<file path="src/rtl/hazard_scoreboard.sv">
// Hazard scoreboard for a classic 5-stage MIPS-style pipeline.
// Tracks the instructions in EX, MEM and WB. It detects load-use hazards
// against the instruction in ID, where it stalls for one cycle and injects a
// bubble. It also selects the EX operand forwarding sources.
// There is no handshake: every cycle the ID slot is either accepted into EX or
// replaced by a bubble, and the tracking slots always advance.
module hazard_scoreboard #(
    parameter int CNT_W = 16
) (
    input  logic             clk,
    input  logic             rst_n,
    input  logic             id_valid,
    input  logic [4:0]       id_rs,
    input  logic [4:0]       id_rt,
    input  logic [4:0]       id_rd,
    input  logic             id_uses_rs,
    input  logic             id_uses_rt,
    input  logic             id_regdst,
    input  logic             id_regwrite,
    input  logic             id_memread,
    input  logic             flush,
    input  logic             cnt_clr,
    output logic             stall,
    output logic             bubble,
    output logic [1:0]       fwd_a,
    output logic [1:0]       fwd_b,
    output logic [CNT_W-1:0] stall_cnt
);

    // Forward-select encodings seen by the EX operand muxes.
    localparam logic [1:0] FWD_RF  = 2'b00;
    localparam logic [1:0] FWD_MEM = 2'b10;
    localparam logic [1:0] FWD_WB  = 2'b01;

    // EX tracking slot
    logic [4:0] r_ex_rs;
    logic [4:0] r_ex_rt;
    logic [4:0] r_ex_dst;
    logic       r_ex_wr;
    logic       r_ex_ld;
    // MEM tracking slot
    logic [4:0] r_mem_dst;
    logic       r_mem_wr;
    logic       r_mem_ld;
    // WB tracking slot
    logic [4:0] r_wb_dst;
    logic       r_wb_wr;
    logic       r_wb_ld;

    logic [CNT_W-1:0] r_stall_cnt;

    logic [4:0] w_id_dst;
    logic       w_id_eff_pre;
    logic       w_load_use;
    logic       w_id_eff;
    logic       w_cnt_full;
    logic       w_mem_fwd_ok;
    logic       w_wb_fwd_ok;

    // The ID destination register and whether the ID slot survives a flush.
    always_comb begin
        w_id_dst     = id_regdst ? id_rd : id_rt;
        w_id_eff_pre = id_valid & ~flush;
    end

    // Load-use detection: a load in EX whose result the ID instruction reads.
    // Register 0 is never a hazard; a flushed ID slot never stalls.
    always_comb begin
        w_load_use = 1'b0;
        if (w_id_eff_pre && r_ex_ld && (r_ex_dst != 5'd0)) begin
            if ((id_uses_rs && (id_rs == r_ex_dst)) ||
                (id_uses_rt && (id_rt == r_ex_dst))) begin
                w_load_use = 1'b1;
            end
        end
        w_id_eff = w_id_eff_pre & ~w_load_use;
    end

    assign stall  = w_load_use;
    assign bubble = w_load_use;

    // Eligibility of each later stage as a forwarding source. A load in MEM
    // has no data yet, so MEM forwards only non-load results. WB forwards both.
    always_comb begin
        w_mem_fwd_ok = r_mem_wr & ~r_mem_ld & (r_mem_dst != 5'd0);
        w_wb_fwd_ok  = r_wb_wr & (r_wb_dst != 5'd0);
    end

    // Operand A select: MEM is younger than WB, so it takes priority.
    always_comb begin
        fwd_a = FWD_RF;
        if (w_mem_fwd_ok && (r_mem_dst == r_ex_rs)) begin
            fwd_a = FWD_MEM;
        end else if (w_wb_fwd_ok && (r_wb_dst == r_ex_rs)) begin
            fwd_a = FWD_WB;
        end
    end

    // Operand B select, same rule applied to rt.
    always_comb begin
        fwd_b = FWD_RF;
        if (w_mem_fwd_ok && (r_mem_dst == r_ex_rt)) begin
            fwd_b = FWD_MEM;
        end else if (w_wb_fwd_ok && (r_wb_dst == r_ex_rt)) begin
            fwd_b = FWD_WB;
        end
    end

    // Slot advance: WB<=MEM, MEM<=EX, and EX takes the ID slot or a bubble.
    always_ff @(posedge clk) begin
        if (!rst_n) begin
            r_ex_rs   <= 5'd0;
            r_ex_rt   <= 5'd0;
            r_ex_dst  <= 5'd0;
            r_ex_wr   <= 1'b0;
            r_ex_ld   <= 1'b0;
            r_mem_dst <= 5'd0;
            r_mem_wr  <= 1'b0;
            r_mem_ld  <= 1'b0;
            r_wb_dst  <= 5'd0;
            r_wb_wr   <= 1'b0;
            r_wb_ld   <= 1'b0;
        end else begin
            r_wb_dst  <= r_mem_dst;
            r_wb_wr   <= r_mem_wr;
            r_wb_ld   <= r_mem_ld;
            r_mem_dst <= r_ex_dst;
            r_mem_wr  <= r_ex_wr;
            r_mem_ld  <= r_ex_ld;
            if (w_id_eff) begin
                r_ex_rs  <= id_rs;
                r_ex_rt  <= id_rt;
                r_ex_dst <= w_id_dst;
                r_ex_wr  <= id_regwrite;
                r_ex_ld  <= id_memread;
            end else begin
                r_ex_rs  <= 5'd0;
                r_ex_rt  <= 5'd0;
                r_ex_dst <= 5'd0;
                r_ex_wr  <= 1'b0;
                r_ex_ld  <= 1'b0;
            end
        end
    end

    assign w_cnt_full = &r_stall_cnt;

    // Saturating stall-cycle counter; a clear wins over a same-cycle increment.
    always_ff @(posedge clk) begin
        if (!rst_n) begin
            r_stall_cnt <= '0;
        end else if (cnt_clr) begin
            r_stall_cnt <= '0;
        end else if (w_load_use && !w_cnt_full) begin
            r_stall_cnt <= r_stall_cnt + 1'b1;
        end
    end

    assign stall_cnt = r_stall_cnt;

    // WB load flag is carried for completeness; forwarding from WB ignores it.
    logic w_unused;
    assign w_unused = r_wb_ld;

endmodule

</file>
<file path="config.mk">
export PLATFORM = sky130hd
export DESIGN_NAME = hazard_scoreboard
export DESIGN_NICKNAME = d
export VERILOG_FILES = /design/src/rtl/hazard_scoreboard.sv
export SDC_FILE = /design/constraint.sdc
export NUM_CORES = 1
export LEC_CHECK = 0
export CAP_MARGIN = 20
export CORE_MARGIN = 2
export CORE_UTILIZATION = 30
export DETAILED_ROUTE_END_ITERATION = 10
export DONT_BUFFER_PORTS = 1
export GPL_TIMING_DRIVEN = 0
export PLACE_DENSITY = 0.53
export SYNTH_ARGS = -nofsm -noshare
export SYNTH_HDL_FRONTEND = slang
export SYNTH_SLANG_ARGS = --single-unit
</file>
<file path="constraint.sdc">
create_clock -name clk -period 2.5 [get_ports clk]
set_input_delay 0.5 -clock clk [delete_from_list [all_inputs] [get_ports clk]]
set_output_delay 0.5 -clock clk [all_outputs]
set_load 0.005 [all_outputs]
</file>
* Yosys cells after proc, flatten, opt, wreduce, memory -nomap -nowiden
Index checks and enable logic that the tools add are counted.
** Cells by class
- $add $sub $neg :: 1
- Multiply operators :: 0
- Divide/modulo/power cells :: 0
- $lt $le $gt $ge :: 0
- Equality and inequality tests :: 6
- Shift-type cells :: 0
- Mux-type cells :: 7
- Bitwise operators :: 9
- Reduce and logical (&&, ||, !) cells :: 17
** Operator list (count)
- equality test 5 bit :: 6
- adder 16 x 1 -> 16 bit, second input constant :: 1
- AND reduction 16 bit :: 1
- nonzero test 5 bit :: 3
- logical AND 1 bit :: 9
- bitwise AND 1 bit :: 5
- 2-to-1 mux 5 bit :: 1
- 2-to-1 mux 1 bit :: 4
- 2-to-1 mux 2 bit :: 2
- inverter 1 bit :: 4
- AND reduction 2 bit :: 1
- OR reduction 2 bit :: 1
- zero test 1 bit :: 1
- logical OR 1 bit :: 1
** Word-level totals
- Bits in registers :: 46
- Bits in latches :: 0
- Memory bits (writable) :: 0
- Bits in read-only memories :: 0
- Input bits :: 25
- Output and inout bits :: 22
- Logic and storage cells :: 51
- Memories kept :: 0

* Depth between registers and ports, before layout
Gate-level depths: netlist of run 1.
- Depth after elaboration :: 8
- Depth in mapped cells :: 6
- Depth with buffers taken out :: 6

* Worst setup path before layout of run 1
Ideal clock, no wire load.
- Path type :: input-to-reg
- From :: in flush
- To :: reg r_stall_cnt[11], in the netlist stall_cnt[11]
- Library setup time :: 0.071 ns
- Arrival :: 1.988 ns
- Required time :: 2.429 ns
- Slack :: 0.441 ns
- Stages on the path :: 5
- Buffers on the path :: 0
- Cells stage by stage :: and2b_2 o211ai_4 or4_4 or4_1 a21oi_1
** On the way
- Word-level cells in the longest chain between the ends :: 6
** RTL lines
- start: declaration :: line 21 : input logic flush,
- inverter 1 bit :: line 63 : w_id_eff_pre = id_valid & ~flush;
- bitwise AND 1 bit :: line 63
- logical AND 1 bit (2 in a row) :: line 70 : if (w_id_eff_pre && r_ex_ld && (r_ex_dst != 5'd0)) begin
- 2-to-1 mux 1 bit :: line 70
- logical AND 1 bit :: line 154 : end else if (w_load_use && !w_cnt_full) begin
- end signal: assignment :: line 155 : r_stall_cnt <= r_stall_cnt + 1'b1;
- end: declaration :: line 50 : logic [CNT_W-1:0] r_stall_cnt;
Every way passes these cells.
A chain may end at the register's enable or synchronous reset.

* Worst setup path in the final report of run 1
- From :: reg r_ex_dst[1]
- To :: out stall
** On the way
- Word-level cells in the longest chain between the ends :: 5
- Elaborated cells on any way between the ends :: 9
- Those cells by class :: eq/ne: 2; mux: 2; reduce/logical: 5
** RTL lines
- start: declaration :: line 38 : logic [4:0] r_ex_dst;
- start signal: assignment :: line 133 : r_ex_dst <= w_id_dst;
- equality test 5 bit (on tied branches) :: line 71, 72
- logical AND 1 bit (on tied branches) :: line 71, 72
- logical OR 1 bit :: line 71 : if ((id_uses_rs && (id_rs == r_ex_dst)) ||
- 2-to-1 mux 1 bit :: line 71
- 2-to-1 mux 1 bit (*) :: line 70
- end: declaration :: line 23 : output logic stall,
Mark *: on every way between the ends. The rest lies on a longest branch, timed or not.

==> results of run 1 <==
==> state kept, by name, summed over array words and instances (netlist names) <==
register / count
r_ex_rt: 5
r_mem_ld: 1
r_wb_wr: 1
r_mem_wr: 1
r_ex_dst: 5
r_ex_ld: 1
r_ex_wr: 1
r_ex_rs: 5
r_wb_dst: 5
r_mem_dst: 5
stall_cnt: 16
==> kinds of logic after synthesis <==
family,Yosys count
AND/OR/NAND/NOR,103
flip-flops,46
AO/OA/AOI/OAI,35
XOR/XNOR,30
buffers and inverters,8
multiplexers,7
adder cells (fa/ha/maj),1
==> layer usage <==
layer / share of wire, % / global-route usage (%)
met1: 46 / 18.0
met2: 48 / 21.3
met3: 4.5 / 3.69
met4: 1.1 / 4.48
met5: 0 / 0
==> worst min path at each step <==
stage,endpoint,cells after the start,slack [ns]
6_report,r_ex_wr,1,0.31
5_1_grt,r_wb_wr,1,0.30
4_1_cts,r_ex_wr,1,0.30
3_5_place_dp,r_mem_wr,1,0.42
3_3_place_gp,r_mem_wr,1,0.41
2_1_floorplan,r_mem_wr,1,0.41
==> worst max-delay path: stages, from the launching register on <==
cell and delay (ns):
dfxtp_1 0.37, or4_4 0.58, o211ai_4 0.29, nor2_1 0.11, buf_4 0.15
==> Yosys cell counts <==
cell and instances:
dfxtp_1 46, and2_1 25, xnor2_1 16, xor2_1 14, nand2_1 13, or4_1 12, a21oi_1 11, nor2_1 10
nand3_1 9, nand4_1 9, mux2i_1 7, nor4_1 7, o21ai_0 7, o31ai_1 6, clkbuf_1 4, nor3_1 3
or3_1 3, a31oi_1 2, nand2b_1 2, nor2b_1 2, or4_4 2, a21o_1 1, a41o_1 1, and2_2 1
and2b_2 1, and4_1 1, buf_1 1, buf_4 1, clkbuf_8 1, dlygate4sd3_1 1, ha_1 1, nand4b_1 1
nor4b_1 1, o211a_1 1, o211ai_1 1, o211ai_4 1, o22a_2 1, o22ai_1 1, o31a_2 1, o41ai_1 1
or2b_2 1
==> stage by stage <==
stage | setup slack [ns] | utilization [%]
after global placement | 0.154 | 33.1
final | 0.194 | 34.7
after detailed placement | 0.139 | 33.1
after CTS | 0.0181 | 34.4
after global routing | 0.0824 | 34.7
after floorplan | 0.441 | -
==> final cells by class <==
cell class              instances  share of cell area (%)
multi-input cells             176                    50.6
well taps                      96                    5.02
clock inverters                 3                    1.04
flip-flops and latches         46                    38.5
plain buffers                   7                    1.93
clock buffers                   5                    2.87
==> power by group <==
part | internal, mW | leakage, nW | total [mW] | switching (mW)
clock | 0.202 | 0.0447 | 0.477 | 0.275
sequential | 0.743 | 0.373 | 0.755 | 0.0120
combinational | 0.0354 | 0.443 | 0.0705 | 0.0352
==> what timing repair did <==
action	in CTS	in global routing
resized for setup	1	4
pin swaps	0	2
endpoints found under the setup margin	1	3
buffers inserted	0	0
gates cloned	0	0
==> reports/metrics.yaml, run 1 <==
outcome: "complete, no violations"
syn-num-nets: 256
setup_viol: 0
endpoint: "stall"
holdWs_ns: 0.311
total_power_mw: 1.30
drc: 0
die_area_mm2: 0.00791
rrSetupSlack_ns: 0.27
multi_input_area_mm2: 0.00121
worstReg2RegEnd: "stall_cnt[14]"
row_count: 30
layout_common_cells: "45 x dfxtp_1, 25 x and2_1, 16 x xnor2_1"
r2r-start: "stall_cnt[1]"
crit_required_ns: 2.00
antenna_cells: 0
antenna_found_initial: 0
instances_no_fill: 333
place_inst: 326
first_pass_iters: 4
syn_area_mm2: 0.00217
clk_pin_slew_ns: 0.10
power_density_mw_per_mm2: 544
clk_latency_ns: 0.30
layout_min_cycle_time_ns: 2.31
finalHoldViolCount: 0
area.growth.synth_to_final_pct: 10.6
yosys.area_share.simple_pct: 28.2
hold_class: "input port to flip-flop"
ys_warn_count: 0
ios: 47
overflow: 0
synth_top_area_share_pct: 42.5
cts_inserted_buffers: 5
wl_um: 5120
slew_viol_final: 0
synth_top_family_by_area: "simple AND/OR/NAND/NOR gates"
drtIter0Drc: 80
clock_path_buffers: 2
stdcell_area_mm2: 0.00239
rsz0062_at_grt: "false"
crit_path_start_kind: "flip-flop"
final_common_cell: "dfxtp_1"
worstRegToRegCells: 6
ys_ff_latch: 46
initial_core_util_pct: 31.4
register_area_um2: 922
synth_fa_ha_area_share_pct: 0.578
crit_start: "r_ex_dst[1]"
layout.nets: 262
synthCells: 230
die_h_um: 89.0
synth_mux_area_share_pct: 3.24
grt_max_degree: 18
yosys-top-cells-area: "dfxtp_1 43%, and2_1 7.2%, xnor2_1 6.5%, xor2_1 5.7%, or4_1 4.2%"
cap_violations: 0
via_per_inst: 5.05
synth_area_per_cell_um2: 9.42
core_area_mm2: 0.00691
drive_gt1_share_pct: 9.28
synth-compound-area-share_pct: 11.0
vias: 1683
grt_pass1_vias: 1573
ys_seq_area_share_pct: 42.5
detail-route-antenna-nets: 0
gp_congestion: 0.789
root_buffer: "clkbuf_8"
power.leakage_nw: 0.861
ir_worst_vdd_uv: 193
fin_crit_sh_pct: 92.2
hold_start: "id_regwrite"
holdBufCountCts: 0
port_buffers: 0
tightest_slew_ns: 0.651
tritoncts: "built"
track_usage_pct: 13.5
slew_headroom_pct: 56.2
wire_per_inst_um: 15.4
end_kind: "output port"
synth.largest_area_cell: "dfxtp_1"
die_width_um: 89.0
yosysUniqueCellTypes: 41
cp.arrival_ns: 1.81
n_fill_cell: 742
dpl.hpwl_um: 3950
crit_fanout: 7
cts_sinks: 46
synth_xor_area_share_pct: 12.1
placed_cell_area_mm2: 0.00229
setup_tns_ns: 0
grt_pass1_wl_um: 8110
cts-htree-levels: 2
skew_ns: 0.00628
crit_type: "flip-flop to output port"
max_freq_mhz: 434
Power figures use the tool's default switching activity.
==> inputs of run 2 (changes only) <==
Settings changed: CORE_ASPECT_RATIO set to 2, CORE_UTILIZATION 30 to 38, PLACE_DENSITY 0.53 to 0.61, SLEW_MARGIN set to 0.
==> reports/metrics.yaml, run 2 (synthesis results as in run 1) <==
end_kind: "output port"
crit_fanout: 3  # -4
rsz0062_at_grt: "false"
cp.arrival_ns: 1.87  # +0.06 ns
dpl.hpwl_um: 4420  # +12%
power.leakage_nw: 0.874  # +1.5%
largest_reg_flops: 16  # unchanged
cp_slowest_stage_delay_ns: 0.54  # -0.04 ns
layout_min_cycle_time_ns: 2.37  # +0.0678 ns
cts_sinks: 46  # unchanged
setup_viol: 0  # unchanged
root_buffer: "clkbuf_8"
drive_gt1_share_pct: 8.86  # -0.42 points
layout.nets: 262  # unchanged
wl_um: 5440  # +6.3%
cp.buffers_inverters: 0  # -1
die_width_um: 57.4  # -35%
crit_chain: "or4_1 > o21ai_0 > or4_1 > nor4_1"
drtIter0Drc: 45  # -44%
tightest_slew_ns: 0.710  # +0.0600 ns
antenna_cells: 0  # unchanged
grt_pass1_wl_um: 8630  # +6.4%
first_pass_iters: 4  # unchanged
drc: 0  # unchanged
overflow: 0  # unchanged
tritoncts: "built"
cts-htree-levels: 2  # unchanged
wire_per_inst_um: 18.3  # +19%
cpMaxStageDelayCell: "or4_1"
finalHoldViolCount: 0  # unchanged
max_freq_mhz: 421  # -2.9%
layout_common_cells: "45 x dfxtp_1, 25 x and2_1, 16 x xnor2_1"
core_area_mm2: 0.00547  # -21%
slew_viol_final: 0  # unchanged
antenna_found_initial: 0  # unchanged
grt_pass1_vias: 1805  # +15%
slew_headroom_pct: 52.2  # -4.0 points
cpMostUsedCell: "or4_1"
holdWs_ns: 0.313  # +0.00238 ns
critPathTopFamily: "simple AND/OR/NAND/NOR gates"
grt_max_degree: 18  # unchanged
clk_latency_ns: 0.30  # about the same
track_usage_pct: 17.6  # +4.1 points
vias: 1714  # +1.8%
clk_pin_slew_ns: 0.09  # about the same
row_count: 38  # +27%
detail-route-antenna-nets: 0  # unchanged
outcome: "complete, no violations"
cap_violations: 0  # unchanged
cts_setup_buffers: 0  # unchanged
gp_congestion: 0.817  # +3.5%
final_common_cell: "dfxtp_1"
cts_inserted_buffers: 5  # unchanged
initial_core_util_pct: 39.6  # +8.3 points
fin_crit_sh_pct: 94.9  # +2.7 points
via_per_inst: 5.77  # +14%
clock_path_buffers: 2  # unchanged
crit_type: "flip-flop to output port"
hold_class: "input port to flip-flop"
ios: 47  # unchanged
holdBufCountCts: 0  # unchanged
crit_required_ns: 2.00  # about the same
skew_ns: 0.00516  # -0.00112 ns
setup_tns_ns: 0  # unchanged
port_buffers: 0  # unchanged
die_area_mm2: 0.00636  # -20%
die_h_um: 111  # +25%
crit_path_start_kind: "flip-flop"
n_fill_cell: 565  # -24%
area.growth.synth_to_final_pct: 9.07
ir_worst_vdd_uv: 378  # +96%
power_density_mw_per_mm2: 587  # +8.0%
## run 2: final cells by class
class,instances,area (um^2),area share (%)
multi-input cells,176,1210,51.1
flip-flops and latches,46,922,39.0
well taps,60,75.1,3.18
clock buffers,5,68.8,2.91
plain buffers,7,46.3,1.96
clock inverters,3,43.8,1.85
## run 2: routing by layer
layer / track usage (%) / vias up / routed length (um)
li1: - / 844 / -
met1: 14.1 / 819 / 1690
met2: 36.2 / 47 / 3360
met3: 4.78 / 4 / 336
met4: 6.98 / 0 / 59
met5: 0 / - / 0
## run 2: what timing repair did
action,CTS,global route
pin swaps,0,2
gates resized for setup,2,2
setup endpoints to repair,3,3
## run 2: worst paths after layout
path	endpoint	cells past startpoint	start	slack, ns
setup / recovery	fwd_b[0]	4	r_wb_dst[1]	0.13
hold / removal	r_ex_rt[3]	1	id_rt[3]	0.31
setup reg to reg	stall_cnt[10]	6	stall_cnt[0]	0.22
hold reg to reg	r_mem_wr	1	r_ex_wr	0.44
## run 2: power by group
group	internal (mW)	switching, mW	total [mW]
combinational	0.0354	0.0380	0.0734
clock	0.300	0.261	0.560
sequential	0.743	0.0110	0.754
total	1.08	0.310	1.39
## run 2: per-stage QoR
step	std cells	setup WS, ns	total power, mW	utilization, %	area, um^2
after global routing	297	0.0328	1.44	43.2	2360
final	297	0.126	1.39	43.2	2360
after CTS	297	0.0188	1.41	43.0	2350
after detailed placement	290	0.138	0.847	41.0	2240
after global placement	290	0.152	0.845	41.0	2240
after floorplan	230	0.441	0.827	-	2170
## run 2: worst reg2reg max path, stage by stage, from the launching register on
cell     delay [ns]
dfxtp_1        0.45
ha_1           0.21
nand3_1        0.27
nor4_1         0.73
nor2_1         0.23
a31oi_1        0.23
a41o_1         0.11
==> inputs of run 3 (changes only) <==
Settings changed: PLACE_DENSITY 0.61 to 0.57.
Clock period 2.5 ns to 2 ns, I/O delays scaled along.
==> reports/metrics.yaml, run 3 (synthesis results as in run 1) <==
clk_latency_ns: 0.29  # about the same
n_fill_cell: 525  # -7.1%
gp_congestion: 0.820  # +0.37%
track_usage_pct: 18.9  # +1.3 points
drc: 0  # unchanged
die_width_um: 57.4  # unchanged
endpoint: "fwd_b[0]"
tightest_slew_ns: 0.476  # -0.235 ns
crit_required_ns: 1.60  # -0.40 ns
finalHoldViolCount: 0  # unchanged
rsz0062_at_grt: "true"
layout_common_cells: "27 x dfxtp_1, 25 x and2_1, 16 x buf_4"
setup_tns_ns: -0.423  # -0.423 ns
utilization_pct: 49.8  # +6.6 points
drive_gt1_share_pct: 32.5  # +24 points
crit_path_start_kind: "flip-flop"
grt_pass1_vias: 1914  # +6.0%
max_freq_mhz: 466
cap_violations: 0  # unchanged
power_density_mw_per_mm2: 584  # -0.61%
root_buffer: "clkbuf_8"
first_pass_iters: 4  # unchanged
fin_ws_ns: -0.147  # -0.274 ns
dpl.hpwl_um: 4360  # -1.5%
overflow: 0  # unchanged
setup_viol: 4  # +4
cts_sinks: 46  # unchanged
slew_viol_final: 0  # unchanged
r2r-start: "r_ex_dst[3]"
wire_per_inst_um: 19.1  # +4.2%
outcome: "finished, violations left"
tritoncts: "built"
drtIter0Drc: 28  # -38%
worstRegToRegCells: 6  # unchanged
skew_ns: 0.00425  # -0.000906 ns
layout.nets: 281  # +7.3%
ios: 47  # unchanged
grt_pass1_wl_um: 9100  # +5.5%
holdBufCountCts: 0  # unchanged
port_buffers: 0  # unchanged
final_common_cell: "dfxtp_1"
die_h_um: 111  # unchanged
slew_headroom_pct: 68.2  # +16 points
cts_inserted_buffers: 5  # unchanged
via_per_inst: 5.85  # +1.3%
detail-route-antenna-nets: 0  # unchanged
layout_min_cycle_time_ns: 2.15
clock_path_buffers: 2  # unchanged
antenna_cells: 0  # unchanged
clk_pin_slew_ns: 0.08  # about the same
violations: "negative setup slack"
antenna_found_initial: 0  # unchanged
rrSetupSlack_ns: -0.02  # -0.24 ns
total_power_mw: 1.59  # +15%
hold_class: "input port to flip-flop"
worstReg2RegEnd: "stall_cnt[11]"
fin_crit_sh_pct: 107
cts-htree-levels: 2  # unchanged
core_area_mm2: 0.00547  # unchanged
crit_start: "r_mem_dst[2]"
initial_core_util_pct: 39.6  # unchanged
wl_um: 6010  # +11%
area.growth.synth_to_final_pct: 25.7
crit_type: "flip-flop to output port"
grt_max_degree: 14  # -4
end_kind: "output port"
cp.arrival_ns: 1.75  # -0.12 ns
crit_fanout: 4  # +1
power.leakage_nw: 1.02  # +16%
row_count: 38  # unchanged
die_area_mm2: 0.00636  # unchanged
largest_reg_flops: 16  # unchanged
ir_worst_vdd_uv: 432  # +14%
vias: 1842  # +7.5%
-- run 3: worst min-delay path by stage --
stage          cells after the start  slack [ns]   startpoint         end
6_report                           1        0.22  id_regwrite     r_ex_wr
5_1_grt                            1        0.22     id_rt[4]  r_ex_rt[4]
4_1_cts                            1        0.22  id_regwrite     r_ex_wr
3_5_place_dp                       1        0.42      r_ex_wr    r_mem_wr
3_3_place_gp                       1        0.42      r_ex_wr    r_mem_wr
2_1_floorplan                      1        0.41      r_ex_wr    r_mem_wr
-- run 3: area by class of cell --
class	instances	area, um^2	share of cell area (%)
clock buffers	5	68.8	2.53
well taps	60	75.1	2.76
plain buffers	8	65.1	2.39
clock inverters	2	10.0	0.368
flip-flops and latches	46	957	35.2
repair buffers	18	143	5.24
multi-input cells	176	1400	51.6
-- run 3: repair_timing --
action | CTS | global route
buffers inserted | 7 | 11
resized for setup | 39 | 30
setup endpoints to repair | 30 | 27
pin swaps | 12 | 12
-- run 3: metrics by stage --
stage | setup WS (ns) | cell area (um^2) | hold slack, ns | instances
global route | -0.203 | 2720 | 0.220 | 315
CTS | -0.145 | 2520 | 0.221 | 304
global placement | -0.319 | 2240 | 0.416 | 290
floorplan | 0.0414 | 2170 | 0.412 | 230
finish | -0.147 | 2720 | 0.224 | 315
detailed placement | -0.312 | 2240 | 0.420 | 290
-- run 3: layer usage --
metal,vias to the layer above,GRT usage [%],share of wire [%],wire (um)
met1,897,15.4,31,1840
met3,13,4.55,5.6,334
met4,0,7.75,3.2,191
met2,51,38.8,61,3650
li1,881,-,-,-
met5,-,0,0,0
-- run 3: worst max-delay path: stages, from the launching register on --
cell and delay [ns]:
dfxtp_4 0.36, or4_4 0.52, o21ai_4 0.20, buf_4 0.14, nor4_2 0.05, nor4_2 0.18
-- run 3: where the power goes --
group          internal [mW]  leakage, nW  switching (mW)
Sequential             0.924        0.383          0.0153
Clock                  0.235       0.0438           0.296
Combinational         0.0583        0.590          0.0610
Total                   1.22         1.02           0.373
